===== src/rtl/mem_port_arbiter.sv =====
// Two-port arbiter sharing one memory between fetch and data.
// Data has priority; fetch wins once data has starved it for STARVE_MAX grants.
module mem_port_arbiter #(
  parameter int ADDR_W     = 32,
  parameter int MEM_LAT    = 2,
  parameter int STARVE_MAX = 4
) (
  input  logic              clk,
  input  logic              rst,
  input  logic              if_req,
  input  logic [ADDR_W-1:0] if_addr,
  output logic              if_done,
  output logic [31:0]       if_rdata,
  output logic              if_stall,
  input  logic              dm_req,
  input  logic [ADDR_W-1:0] dm_addr,
  input  logic [7:0]        dm_w_mask,
  input  logic [63:0]       dm_wdata,
  output logic              dm_done,
  output logic [63:0]       dm_rdata,
  output logic              dm_stall,
  output logic              mem_en,
  output logic [ADDR_W-1:0] mem_addr,
  output logic [7:0]        mem_w_mask,
  output logic [63:0]       mem_wdata,
  input  logic [63:0]       mem_rdata,
  output logic              busy
);

  localparam int SW = $clog2(STARVE_MAX + 1);

  typedef enum logic {
    S_IDLE,
    S_WAIT
  } state_t;

  state_t            r_state;
  state_t            w_state_nxt;
  logic [3:0]        r_cnt;
  logic [3:0]        w_cnt_nxt;
  logic [SW-1:0]     r_starve;
  logic [SW-1:0]     w_starve_nxt;
  logic              r_own_dm;
  logic [ADDR_W-1:0] r_addr;
  logic [7:0]        r_mask;
  logic [63:0]       r_wdata;

  logic w_idle;
  logic w_starved;
  logic w_gnt_if;
  logic w_gnt_dm;
  logic w_gnt;
  logic w_last;
  logic w_done;
  logic w_unused_mask;

  // Grants are suppressed while reset is held low.
  assign w_idle    = (r_state == S_IDLE);
  assign w_starved = (r_starve == SW'(STARVE_MAX));
  assign w_gnt_if  = rst & w_idle & if_req & (~dm_req | w_starved);
  assign w_gnt_dm  = rst & w_idle & dm_req & ~w_gnt_if;
  assign w_gnt     = w_gnt_if | w_gnt_dm;
  assign w_last    = (r_state == S_WAIT) && (r_cnt == 4'd1);
  assign w_done    = rst & w_last;

  always_comb begin
    w_state_nxt = r_state;
    w_cnt_nxt   = r_cnt;
    unique case (r_state)
      S_IDLE: begin
        if (w_gnt) begin
          w_state_nxt = S_WAIT;
          w_cnt_nxt   = 4'(MEM_LAT);
        end
      end
      S_WAIT: begin
        if (w_last) begin
          w_state_nxt = S_IDLE;
        end else begin
          w_cnt_nxt = r_cnt - 4'd1;
        end
      end
      default: w_state_nxt = S_IDLE;
    endcase
  end

  always_comb begin
    w_starve_nxt = r_starve;
    if (w_idle) begin
      if (w_gnt_if || !if_req) begin
        w_starve_nxt = '0;
      end else if (w_gnt_dm && !w_starved) begin
        w_starve_nxt = r_starve + SW'(1);
      end
    end
  end

  always_ff @(posedge clk) begin
    if (!rst) begin
      r_state  <= S_IDLE;
      r_cnt    <= '0;
      r_starve <= '0;
      r_own_dm <= 1'b0;
      r_addr   <= '0;
      r_mask   <= '0;
      r_wdata  <= '0;
    end else begin
      r_state  <= w_state_nxt;
      r_cnt    <= w_cnt_nxt;
      r_starve <= w_starve_nxt;
      if (w_gnt) begin
        r_own_dm <= w_gnt_dm;
        r_addr   <= w_gnt_dm ? dm_addr : if_addr;
        r_mask   <= w_gnt_dm ? dm_w_mask : 8'h00;
        r_wdata  <= w_gnt_dm ? dm_wdata : 64'd0;
      end
    end
  end

  assign w_unused_mask = ^r_mask;

  assign mem_en     = w_gnt;
  assign mem_w_mask = w_gnt_dm ? dm_w_mask : 8'h00;
  assign mem_addr   = !rst     ? '0 :
                      w_gnt_dm ? dm_addr :
                      w_gnt_if ? if_addr : r_addr;
  assign mem_wdata  = !rst     ? 64'd0 :
                      w_gnt_dm ? dm_wdata : r_wdata;

  assign if_done  = w_done & ~r_own_dm;
  assign dm_done  = w_done & r_own_dm;
  assign if_rdata = !rst      ? 32'd0 :
                    r_addr[2] ? mem_rdata[63:32] : mem_rdata[31:0];
  assign dm_rdata = rst ? mem_rdata : 64'd0;
  assign if_stall = if_req & ~if_done;
  assign dm_stall = dm_req & ~dm_done;
  assign busy     = rst & (r_state == S_WAIT);

endmodule


===== config.mk =====
export PLATFORM = sky130hd
export DESIGN_NAME = mem_port_arbiter
export DESIGN_NICKNAME = d
export VERILOG_FILES = /design/src/rtl/mem_port_arbiter.sv
export SDC_FILE = /design/constraint.sdc
export NUM_CORES = 1
export LEC_CHECK = 0
export BUFFER_PORTS_ARGS = -buffer_cell sky130_fd_sc_hd__buf_2
export CAP_MARGIN = 15
export CORE_MARGIN = 2
export CORE_UTILIZATION = 24
export DETAILED_ROUTE_END_ITERATION = 8
export SYNTH_ARGS = -nofsm -noshare
export SYNTH_HDL_FRONTEND = slang
export SYNTH_SLANG_ARGS = --single-unit

===== constraint.sdc =====
create_clock -name clk -period 4.55 [get_ports clk]
set_input_delay 0.6825 -clock clk [delete_from_list [all_inputs] [get_ports clk]]
set_output_delay 0.6825 -clock clk [all_outputs]
set_load 0.05 [all_outputs]

=== After elaboration in Yosys (flattened, before gate mapping) ===
Index checks and enable logic that the tools add are counted.

* Add/sub/neg operators: 2
* Bitwise operators: 19
* Muxes and demuxes: 19
* Reduce and logical (&&, ||, !) cells: 8
* Equality and inequality tests: 4

{| class="wikitable"
|+ Operator list
! operator !! number
|-
| 64-bit two-way mux || 4
|-
| 32-bit two-way mux || 6
|-
| 1-bit AND || 11
|-
| 4-bit two-way mux || 2
|-
| 8-bit two-way mux || 1
|-
| 4-bit one-hot mux with 2 select lines || 1
|-
| 3-bit two-way mux || 2
|-
| 1-bit inverter || 6
|-
| 4-bit by 1-bit equality test with 1-bit output, second input constant || 1
|-
| 2-bit != test, second input constant || 2
|-
| 2-bit AND reduction || 2
|-
| 4-bit by 1-bit subtractor with 4-bit output, second input constant || 1
|-
| 3-bit by 1-bit adder with 3-bit output, second input constant || 1
|-
| 3-bit equality test, second input constant || 1
|-
| 1-bit logical AND || 2
|-
| 1-bit logical NOT || 2
|-
| 1-bit two-way mux || 2
|-
| 1-bit bitwise OR || 2
|-
| 1-bit one-hot mux with 2 select lines || 1
|-
| 2-bit nonzero test || 1
|-
| 1-bit logical OR || 1
|}

* Register bits after elaboration: 105
* Logic and storage cells: 58
* Input bits: 204
* Output and inout port bits: 206

=== Longest topological paths before layout ===
Gate-level depths: netlist of run 1.

* Word-level depth: 9
* Mapped depth: 9
* Mapped depth without buffers: 6

=== Least setup slack after synthesis of run 1 ===
OpenSTA, ideal clock, no wires.

* Kind: input-to-output
* Start point: input port rst
* End point: output port mem_wdata[52]
* Required time: 3.868 ns
* Stages on the path: 8
* Path slack: 1.148 ns
* Path buffers: 4
* Arrival time: 2.720 ns
* Path through: buf_4 and2b_4 and3_4 buf_6 buf_8 buf_4 nand2_1 a21boi_0

* Cells in the longest elaborated chain, start to end: 7
* Elaborated cells between the ends (all ways): 8

{| class="wikitable"
|+ Ends and longest elaborated chain
! element !! RTL line !! RTL
|-
| from (decl) || 9 || <nowiki>input logic rst,</nowiki>
|-
| 1-bit AND || 60, 61 ||
|-
| 1-bit AND (2 in series) || 60 || <nowiki>assign w_gnt_if = rst & w_idle & if_req & (~dm_req | w_starved);</nowiki>
|-
| 1-bit inverter || 61 || <nowiki>assign w_gnt_dm = rst & w_idle & dm_req & ~w_gnt_if;</nowiki>
|-
| 1-bit AND || 61 ||
|-
| 64-bit two-way mux || 128 || <nowiki>w_gnt_dm ? dm_wdata : r_wdata;</nowiki>
|-
| 64-bit two-way mux (*) || 127 || <nowiki>assign mem_wdata = !rst ? 64'd0 :</nowiki>
|-
| to (decl) || 25 || <nowiki>output logic [63:0] mem_wdata,</nowiki>
|}

Every way passes the cells marked *; elsewhere a longest branch is shown, timed or not.

=== Worst setup path in the final report of run 1 ===
* Start point: register r_state
* End point: output port mem_wdata[14]

* Cells in the longest elaborated chain, start to end: 8
* Elaborated cells between the ends (all ways): 9

{| class="wikitable"
|+ Ends and longest elaborated chain
! element !! RTL line !! RTL
|-
| from (decl) || 37 || <nowiki>state_t r_state;</nowiki>
|-
| from (signal assigned) || 108 || <nowiki>r_state <= w_state_nxt;</nowiki>
|-
| 1-bit inverter (no source line) (*) || n/a ||
|-
| 1-bit AND (*) || 60, 61 ||
|-
| 1-bit AND (2 in series) || 60 ||
|-
| 1-bit inverter || 61 ||
|-
| 1-bit AND (*) || 61 ||
|-
| 64-bit two-way mux (*) || 128 ||
|-
| 64-bit two-way mux (*) || 127 ||
|}

Marked as above.

==> run summary, run 1 <==
input/output buffers -> 409
drt drc -> 0
die height -> 165 µm
post_cts resized -> 0
Tcrit/Tclk final -> 74.0%
RSZ-0062 raised after global routing -> no
CTS sink cnt -> 105
CP Launch Type -> flip-flop
Seq/Total Area, Yosys -> 33.8%
Hold Buf Count CTS -> 0
Starting Density -> 24.5%
routing usage on met1 -> 18.4%
Post-Syn Area -> 0.00622 mm²
Fillers -> 2699
Pre-Repair DR Iteration Count -> 9
H-tree levels -> 3
clk_skew -> 13.9 ps
Arr. time, crit path -> 2680 ps
Ports -> 410
gr busiest metal -> met2
outcome -> completed
Die X -> 165 µm
Root Driver -> clkbuf_16
clk slew on worst S/H paths -> 80 ps
TritonCTS Buffers -> 9
clock buffer depth -> 2
Final Hold Viols -> 0
Vias -> 6664
GR Layer Usage met2 -> 25.8%
start point of the worst hold path -> r_wdata[35]
row cnt -> 58
initial antenna violation count -> 5
Cell variety after synth -> 36
Slew HR -> 26.0%
Area Growth Syn to Fin -> 40.1%
number of synthesized register bits -> 105
share of synthesized registers carrying an async set or reset -> 0%
Post-DRT Antenna Nets -> 0
core area -> 0.0253 mm²
Crit Path Class -> flip-flop to output port
pin count of the biggest net entering global routing -> 147
Leakage -> 3.99 nW
Die ar. -> 0.0272 mm²
crit path launch -> r_state
Final Critical Period -> 3370 ps
min setup slack post-route -> 1180 ps
multi-input logic area -> 0.00373 mm²
DR vias/cell -> 4.51
Hold Slack -> 454 ps
worst slack, placed -> 1310 ps
Synth Net Count -> 991
syn_area_per_cell -> 7.94 µm²
HP Class -> flip-flop to flip-flop
fraction of layout instances using a drive strength above 1 -> 38.6%
register area -> 0.00210 mm²
hpwl dp -> 16.9 mm
library cell with the largest summed area after synthesis -> dfxtp_1
Synth area leaders -> dfxtp_1, a21boi_0, nand2_1, nor2b_1, and2_1
setup tns final -> 0 ps
Post-Route WL -> 22.5 mm
vias in the first global route -> 5939
RR Startpoint -> r_state
Synthesis Warnings -> 0
Slew Limit Fails -> 0
cell with the most instances after synthesis -> nand2_1
worst slew pin tran -> 1110 ps
GRT Resource Usage Total -> 15.1%
CTS tree -> yes
Final Setup Violations -> 0
top_reg_cell synth -> dfxtp_1
post-synth top area share -> 33.8%
CP Capture Type -> output port
Post-synth top cells -> nand2_1, a21boi_0, dfxtp_1
Setup Buffers After CTS -> 0
drt wl/cell -> 15.2 µm
f_max -> 297 MHz
clk_lat worst skew -> 350 ps
final-stage net count -> 1348
Peak VDD IR -> 0.228 mV
crit-path max FO -> 74
Synth Instances -> 783
DR iter-0 viols -> 591
GR Overflow Total -> 0
Post-synth EDFFs -> 0
RD Place Congestion -> 0.804
Max Cap Viol -> 0
first-pass GRT wire length -> 32.1 mm
Req. time, crit path -> 3870 ps
PD cells -> 310 mW/mm²
M3 GR Usage -> 4.02%
flip-flops by register name (all words and copies together), names as in the netlist:
signal / count
r_addr: 32
r_cnt: 4
r_own_dm: 1
r_starve: 3
r_state: 1
r_wdata: 64
area by class of cell:
type	count	share of cell area, %
Antenna cell	2	0.0575
Clock buffer	10	2.74
Clock inverter	6	0.848
Inverter	7	0.302
Multi-Input combinational cell	601	42.8
Sequential cell	105	24.2
Tap cell	330	4.74
Timing Repair Buffer	416	24.3
metrics by stage:
stage,total power [mW],cells,cell area (µm²),utilization (%)
2_1_floorplan,1.64,783,6220,-
3_3_place_gp,1.89,1459,8390,33.1
3_5_place_dp,1.89,1459,8390,33.1
4_1_cts,2.74,1475,8700,34.4
5_1_grt,2.83,1477,8710,34.4
6_report,2.70,1477,8710,34.4
cell families after synthesis:
family,Yosys count,synth area share (%)
buf+inv,77,6.26
simple gates,390,31.5
flops,105,33.8
mux,34,5.49
fa+ha+maj,4,0.805
compound gates,173,22.1
layout by cell type, fill, tap and decap left out, drive strengths merged:
cell	count
and2b	1
inv	9
bufinv	1
a21boi	129
or3	1
nor2b	99
nand3b	2
nor3	2
o21ai	2
a21oi	4
diode	2
clkinvlp	2
mux2i	33
o21a	1
ha	4
nand2b	2
clkinv	1
nor2	1
dfxtp	105
nand3	3
o22ai	3
nor4b	1
o32ai	1
and3	2
nand2	200
buf	416
mux2	1
and2	75
a222oi	32
or4b	1
o221a	1
clkbuf	10
critical path: stages (launching register included):
cell      delay, ps
dfxtp_1         440
and2b_4         340
and3_4          450
buf_12          320
nand2_1         130
a21boi_0        270
buf_2           320
layer usage:
metal,up-vias,share of wire (%)
met5,-,0.10
met4,4,2.1
met3,29,8.0
met2,290,49
met1,2998,41
li1,3343,-
final timing paths:
kind                    to  slack (ps)  depth (start not counted)
max          mem_wdata[14]        1180                          6
min            r_wdata[35]         450                          2
max reg2reg    r_wdata[59]        2190                          5
min reg2reg    r_wdata[35]         450                          2
report_power, final:
group | internal [mW] | total (mW) | switching (mW)
combinational | 0.262 | 0.868 | 0.606
clock | 0.449 | 0.828 | 0.379
sequential | 0.968 | 1.00 | 0.0322
total | 1.68 | 2.70 | 1.02
(Power assumes the default switching activity.)
==> run 2: changes to the inputs <==
--- a/config.mk
+++ b/config.mk
@@ -5,6 +5,7 @@
 export SDC_FILE = /design/constraint.sdc
 export NUM_CORES = 1
 export LEC_CHECK = 0
+export ABC_AREA = 1
 export BUFFER_PORTS_ARGS = -buffer_cell sky130_fd_sc_hd__buf_2
 export CAP_MARGIN = 15
 export CORE_MARGIN = 2
==> constraint.sdc (replaced) <==
create_clock -name clk -period 3.31 [get_ports clk]
set_input_delay 0.4965 -clock clk [delete_from_list [all_inputs] [get_ports clk]]
set_output_delay 0.4965 -clock clk [all_outputs]
set_load 0.05 [all_outputs]
==> run 2 against run 1 <==
Effect of this change: synthesized area is 2.9% lower; wire length is 10% higher; first-iteration DRC count is 42% lower; utilization is 0.25 points higher; global-route usage is 2.6 points higher; sequential cell count stayed put; sequential share of layout area is 0.16 points higher; clock-buffer cell count stayed put; design area is 0.70% lower; hold slack worse by 44 ps; via count is 15% higher; combinational power is 53% higher.
==> run summary, run 2 <==
clock share of power -> 28.8%
Synthesis Warnings -> 0
DR iter-0 viols -> 345
core area -> 0.0250 mm²
CTS sink cnt -> 105
slowest CP cell -> buf_12
syn_area_per_cell -> 6.16 µm²
start point of the worst hold path -> if_addr[15]
RSZ-0062 raised after global routing -> no
Ports -> 410
Final Setup Violations -> 0
Hold Buf Count CTS -> 0
most frequent cells in the layout -> buf_2, nand2_1, a21oi_1
sw frac -> 40.1%
buffer and inverter count on the worst path -> 3
CP Capture Type -> output port
GRT Resource Usage Total -> 17.7%
top_reg_cell synth -> dfxtp_1
DP Area -> 0.00834 mm²
Placed Cells -> 1651
die height -> 163 µm
share of synthesized registers carrying an async set or reset -> 0%
RR Startpoint -> r_state
Synth Net Count -> 1188
initial antenna violation count -> 12
post-synth top area share -> 34.8%
Post-Route WL -> 24.8 mm
Area Growth Syn to Fin -> 43.2%
post-route cell area -> 0.00865 mm²
Die X -> 163 µm
Slew Limit Fails -> 0
number of synthesized register bits -> 105
row cnt -> 58
drt wl/cell -> 14.8 µm
Post-synth top cells -> nand2_1, a21oi_1, dfxtp_1
Post-synth EDFFs -> 0
TritonCTS Buffers -> 9
Leakage -> 4.67 nW
HP Class -> input pin to flip-flop
outcome -> completed
worst-path cell chain -> inv_1 -> ha_1 -> nand2_1 -> nand2_1 -> nand3_4 -> buf_12 -> o21ai_0 -> a21oi_1 -> buf_2
leading cell type in the layout, fill and taps excluded -> buf_2
hpwl dp -> 18.4 mm
setup tns final -> 0 ps
crit-path max FO -> 100
Tcrit/Tclk final -> 86.2%
CTS tree -> yes
final-stage net count -> 1540
H-tree levels -> 3
Seq/Total Area, Yosys -> 34.8%
Starting Density -> 24.2%
CP Launch Type -> flip-flop
clk slew on worst S/H paths -> 80 ps
input/output buffers -> 409
library cell with the largest summed area after synthesis -> dfxtp_1
clk_skew -> 13.8 ps
Vias -> 7673
Root Driver -> clkbuf_16
Setup Buffers After CTS -> 0
Crit Path Class -> flip-flop to output port
Die ar. -> 0.0264 mm²
Pre-Repair DR Iteration Count -> 5
biggest regs -> r_wdata: 64 flops, r_addr: 32 flops, r_cnt: 4 flops
DR vias/cell -> 4.59
internal power -> 2.28 mW
final non-filler cell total -> 1672
Peak VDD IR -> 0.209 mV
Final Critical Period -> 2850 ps
family with the most delay on the worst path -> buffers and inverters
Slew HR -> 48.7%
crit path launch -> r_starve[0]
net switching power -> 1.53 mW
first-pass GRT wire length -> 36.8 mm
GR Overflow Total -> 0
vias in the first global route -> 6874
Cell variety after synth -> 24
CP peak stage delay -> 360 ps
clk_lat worst skew -> 350 ps
RD Place Congestion -> 0.842
Req. time, crit path -> 2810 ps
pin count of the biggest net entering global routing -> 168
PD cells -> 440 mW/mm²
Post-Syn Area -> 0.00604 mm²
most used cell, CP -> nand2_1
worst slew pin tran -> 769 ps
drt drc -> 0
fraction of layout instances using a drive strength above 1 -> 33.3%
Arr. time, crit path -> 2360 ps
Synth Instances -> 980
Synth area leaders -> dfxtp_1, nand2_1, a21oi_1, nand3_1, inv_1
cell with the most instances after synthesis -> nand2_1
Post-DRT Antenna Nets -> 0
max reg flops -> 64
sequential power share -> 36.2%
post_cts resized -> 0
f_max -> 351 MHz
Top reg by flops -> r_wdata
Final Hold Viols -> 0
logic gate share of total power -> 35.0%
clock buffer depth -> 2
Max Cap Viol -> 0
-- run 2: cell types whose count changed in the layout (fill, tap and decap cells not counted), sizes merged, moves of 5 or more --
cell and change:
nand3 +71, buf +5, inv +83, a21boi -129
nor2b -99, o21ai +64, and2 -75, a222oi -32
a21oi +222, nor2 +17, nand2 +110, mux2i -33
-- run 2: logic make-up after synthesis --
family | after synthesis | share of synthesized area [%]
simple gates | 406 | 27.2
compound gates | 293 | 24.4
buf+inv | 170 | 12.5
flops | 105 | 34.8
fa+ha+maj | 4 | 0.829
xor+xnor | 2 | 0.290
-- run 2: final timing paths --
path	cells past startpoint	to	slack (ps)
max reg2reg	7	r_cnt[3]	1250
min reg2reg	2	r_wdata[5]	470
max	9	mem_addr[30]	460
min	3	r_addr[15]	410
-- run 2: per-stage QoR --
| stage | total power, mW | utilization [%] | worst slack, ps | hold slack, ps |
|---|---|---|---|---|
| floorplan | 2.35 | - | 299 | 443 |
| global placement | 2.74 | 33.4 | 725 | 451 |
| detailed placement | 2.74 | 33.4 | 725 | 455 |
| CTS | 3.86 | 34.6 | 422 | 391 |
| global route | 4.01 | 34.6 | 260 | 397 |
| finish | 3.81 | 34.6 | 457 | 411 |
-- run 2: power by group through the flow --
stage	Sequential [mW]	Clock (mW)	Combinational, mW
5_1_grt	1.39	1.19	1.43
3_5_place_dp	1.41	0	1.34
6_report	1.38	1.10	1.33
3_3_place_gp	1.40	0	1.33
2_1_floorplan	1.39	0	0.961
4_1_cts	1.38	1.14	1.34
-- run 2: cell type report --
cell class / instances / area, µm²
Antenna cell: 6 / 15.0
Sequential cell: 105 / 2100
Timing Repair Buffer: 421 / 2270
Clock buffer: 10 / 229
Multi-Input combinational cell: 705 / 3210
Inverter: 90 / 340
Clock inverter: 5 / 62.6
Tap cell: 330 / 413
Fill cell: 2781 / 16300
-- run 2: metal layers --
metal	routed length, µm	up-vias	GRT usage, %
met3	1620	36	3.74
li1	-	3881	-
met4	635	0	7.60
met2	12600	285	32.4
met1	9900	3471	19.8
met5	0	-	0
-- run 2: worst reg2reg max path: stages, from the launching register on --
cell and delay [ps]:
dfxtp_1 550, nor2_4 120, o21ai_4 90, buf_4 620, nand2_1 230, nor2_1 230
nand2_1 70, o21ai_0 70
==> run 3: changes to the inputs <==
--- a/config.mk
+++ b/config.mk
@@ -8,9 +8,12 @@
 export ABC_AREA = 1
 export BUFFER_PORTS_ARGS = -buffer_cell sky130_fd_sc_hd__buf_2
 export CAP_MARGIN = 15
+export CELL_PAD_IN_SITES_DETAIL_PLACEMENT = 0
+export CELL_PAD_IN_SITES_GLOBAL_PLACEMENT = 1
 export CORE_MARGIN = 2
 export CORE_UTILIZATION = 24
 export DETAILED_ROUTE_END_ITERATION = 8
+export PLACE_DENSITY_LB_ADDON = 0.1
 export SYNTH_ARGS = -nofsm -noshare
 export SYNTH_HDL_FRONTEND = slang
 export SYNTH_SLANG_ARGS = --single-unit
==> run 3 against run 2 <==
Effect of this change: wire length up 5.1%; utilization down 0.44 points; clock power about the same; design area down 1.3%; combinational power about the same; worst setup slack worse by 100 ps; clock skew down 3.6 ps; critical endpoint is now mem_wdata[27]; largest cell class unchanged.
==> run summary, run 3 (synthesis gave the netlist of run 2 again) <==
DR iter-0 viols -> 369
Final Hold Viols -> 0
Slew Limit Fails -> 0
Post-Route WL -> 26.1 mm
Pre-Repair DR Iteration Count -> 5
Final Setup Violations -> 0
CP Capture Type -> output port
GRT Resource Usage Total -> 18.7%
PD cells -> 443 mW/mm²
max reg flops -> 64
input/output buffers -> 409
RSZ-0062 raised after global routing -> no
fraction of layout instances using a drive strength above 1 -> 33.4%
Req. time, crit path -> 2810 ps
Post-DRT Antenna Nets -> 0
Peak VDD IR -> 0.253 mV
Setup Buffers After CTS -> 0
Top reg by flops -> r_wdata
initial antenna violation count -> 4
Die ar. -> 0.0264 mm²
Hold Slack -> 405 ps
CTS sink cnt -> 105
post_cts resized -> 0
Ports -> 410
row cnt -> 58
hpwl dp -> 18.5 mm
Area Growth Syn to Fin -> 41.4%
Die X -> 163 µm
Leakage -> 4.64 nW
Slew HR -> 35.7%
first-pass GRT wire length -> 38.8 mm
Vias -> 7618
die height -> 163 µm
GR Overflow Total -> 0
most frequent cells in the layout -> buf_2, nand2_1, a21oi_1
f_max -> 339 MHz
clk_lat worst skew -> 360 ps
H-tree levels -> 3
setup tns final -> 0 ps
TritonCTS Buffers -> 9
CP Launch Type -> flip-flop
worst slew pin tran -> 964 ps
RD Place Congestion -> 0.741
Max Cap Viol -> 0
Hold Buf Count CTS -> 0
DR vias/cell -> 4.56
final-stage net count -> 1540
Starting Density -> 24.2%
vias in the first global route -> 6999
HP Class -> input pin to flip-flop
Root Driver -> clkbuf_16
drt wl/cell -> 15.6 µm
pin count of the biggest net entering global routing -> 168
clk_skew -> 10.1 ps
leading cell type in the layout, fill and taps excluded -> buf_2
Crit Path Class -> flip-flop to output port
Tcrit/Tclk final -> 89.2%
Fillers -> 2864
outcome -> completed
drt drc -> 0
clock buffer depth -> 2
crit-path max FO -> 100
core area -> 0.0250 mm²
Arr. time, crit path -> 2460 ps
biggest regs -> r_wdata: 64 flops, r_addr: 32 flops, r_cnt: 4 flops
clk slew on worst S/H paths -> 80 ps
CTS tree -> yes
Final Critical Period -> 2950 ps
[run 3: per-stage QoR]
step	instance area (µm²)	util, %	setup slack, ps	std cells	power, mW
after CTS	8530	34.2	283	1667	3.85
after global placement	8240	33.0	541	1651	2.75
after global routing	8540	34.2	146	1668	4.00
final	8540	34.2	357	1669	3.79
after detailed placement	8240	33.0	543	1651	2.75
after floorplan	6040	-	299	980	2.35
[run 3: final timing paths]
path	from	to	slack, ps	depth (start not counted)
setup / recovery	r_starve[0]	mem_wdata[27]	360	9
hold / removal	if_addr[31]	r_addr[31]	410	3
setup reg to reg	r_state	r_cnt[3]	1280	7
hold reg to reg	r_wdata[35]	r_wdata[35]	470	2
[run 3: critical path, stage by stage (launching register included)]
cell     delay [ps]
dfxtp_1         360
inv_1            70
ha_1            190
nand2_1          70
nand2_1          90
nand3_4         100
buf_12          370
nand3_1         220
a21oi_1         280
buf_2           320
[run 3: cell type report]
class                      count  area, µm²  area share [%]
inverter                      90        343            4.02
clock buffer                  10        229            2.68
clock inverter                 6       61.3           0.718
timing repair buffer         421       2170            25.5
multi-input combinational    705       3210            37.6
antenna                        2       5.00          0.0586
tap                          330        413            4.84
sequential                   105       2100            24.6
[run 3: report_power, final]
part	total [mW]	internal [mW]	switching, mW	leakage, nW
clock network	1.08	0.530	0.550	0.138
logic	1.33	0.337	0.990	3.65
registers	1.38	1.34	0.0371	0.860
total	3.79	2.21	1.58	4.64
[run 3: metal layers]
layer	vias up	GRT usage (%)	wire length, µm
li1	3879	-	-
met1	3440	20.8	10200
met2	259	34.8	13400
met3	38	4.05	1690
met4	2	6.60	736
met5	-	0	13
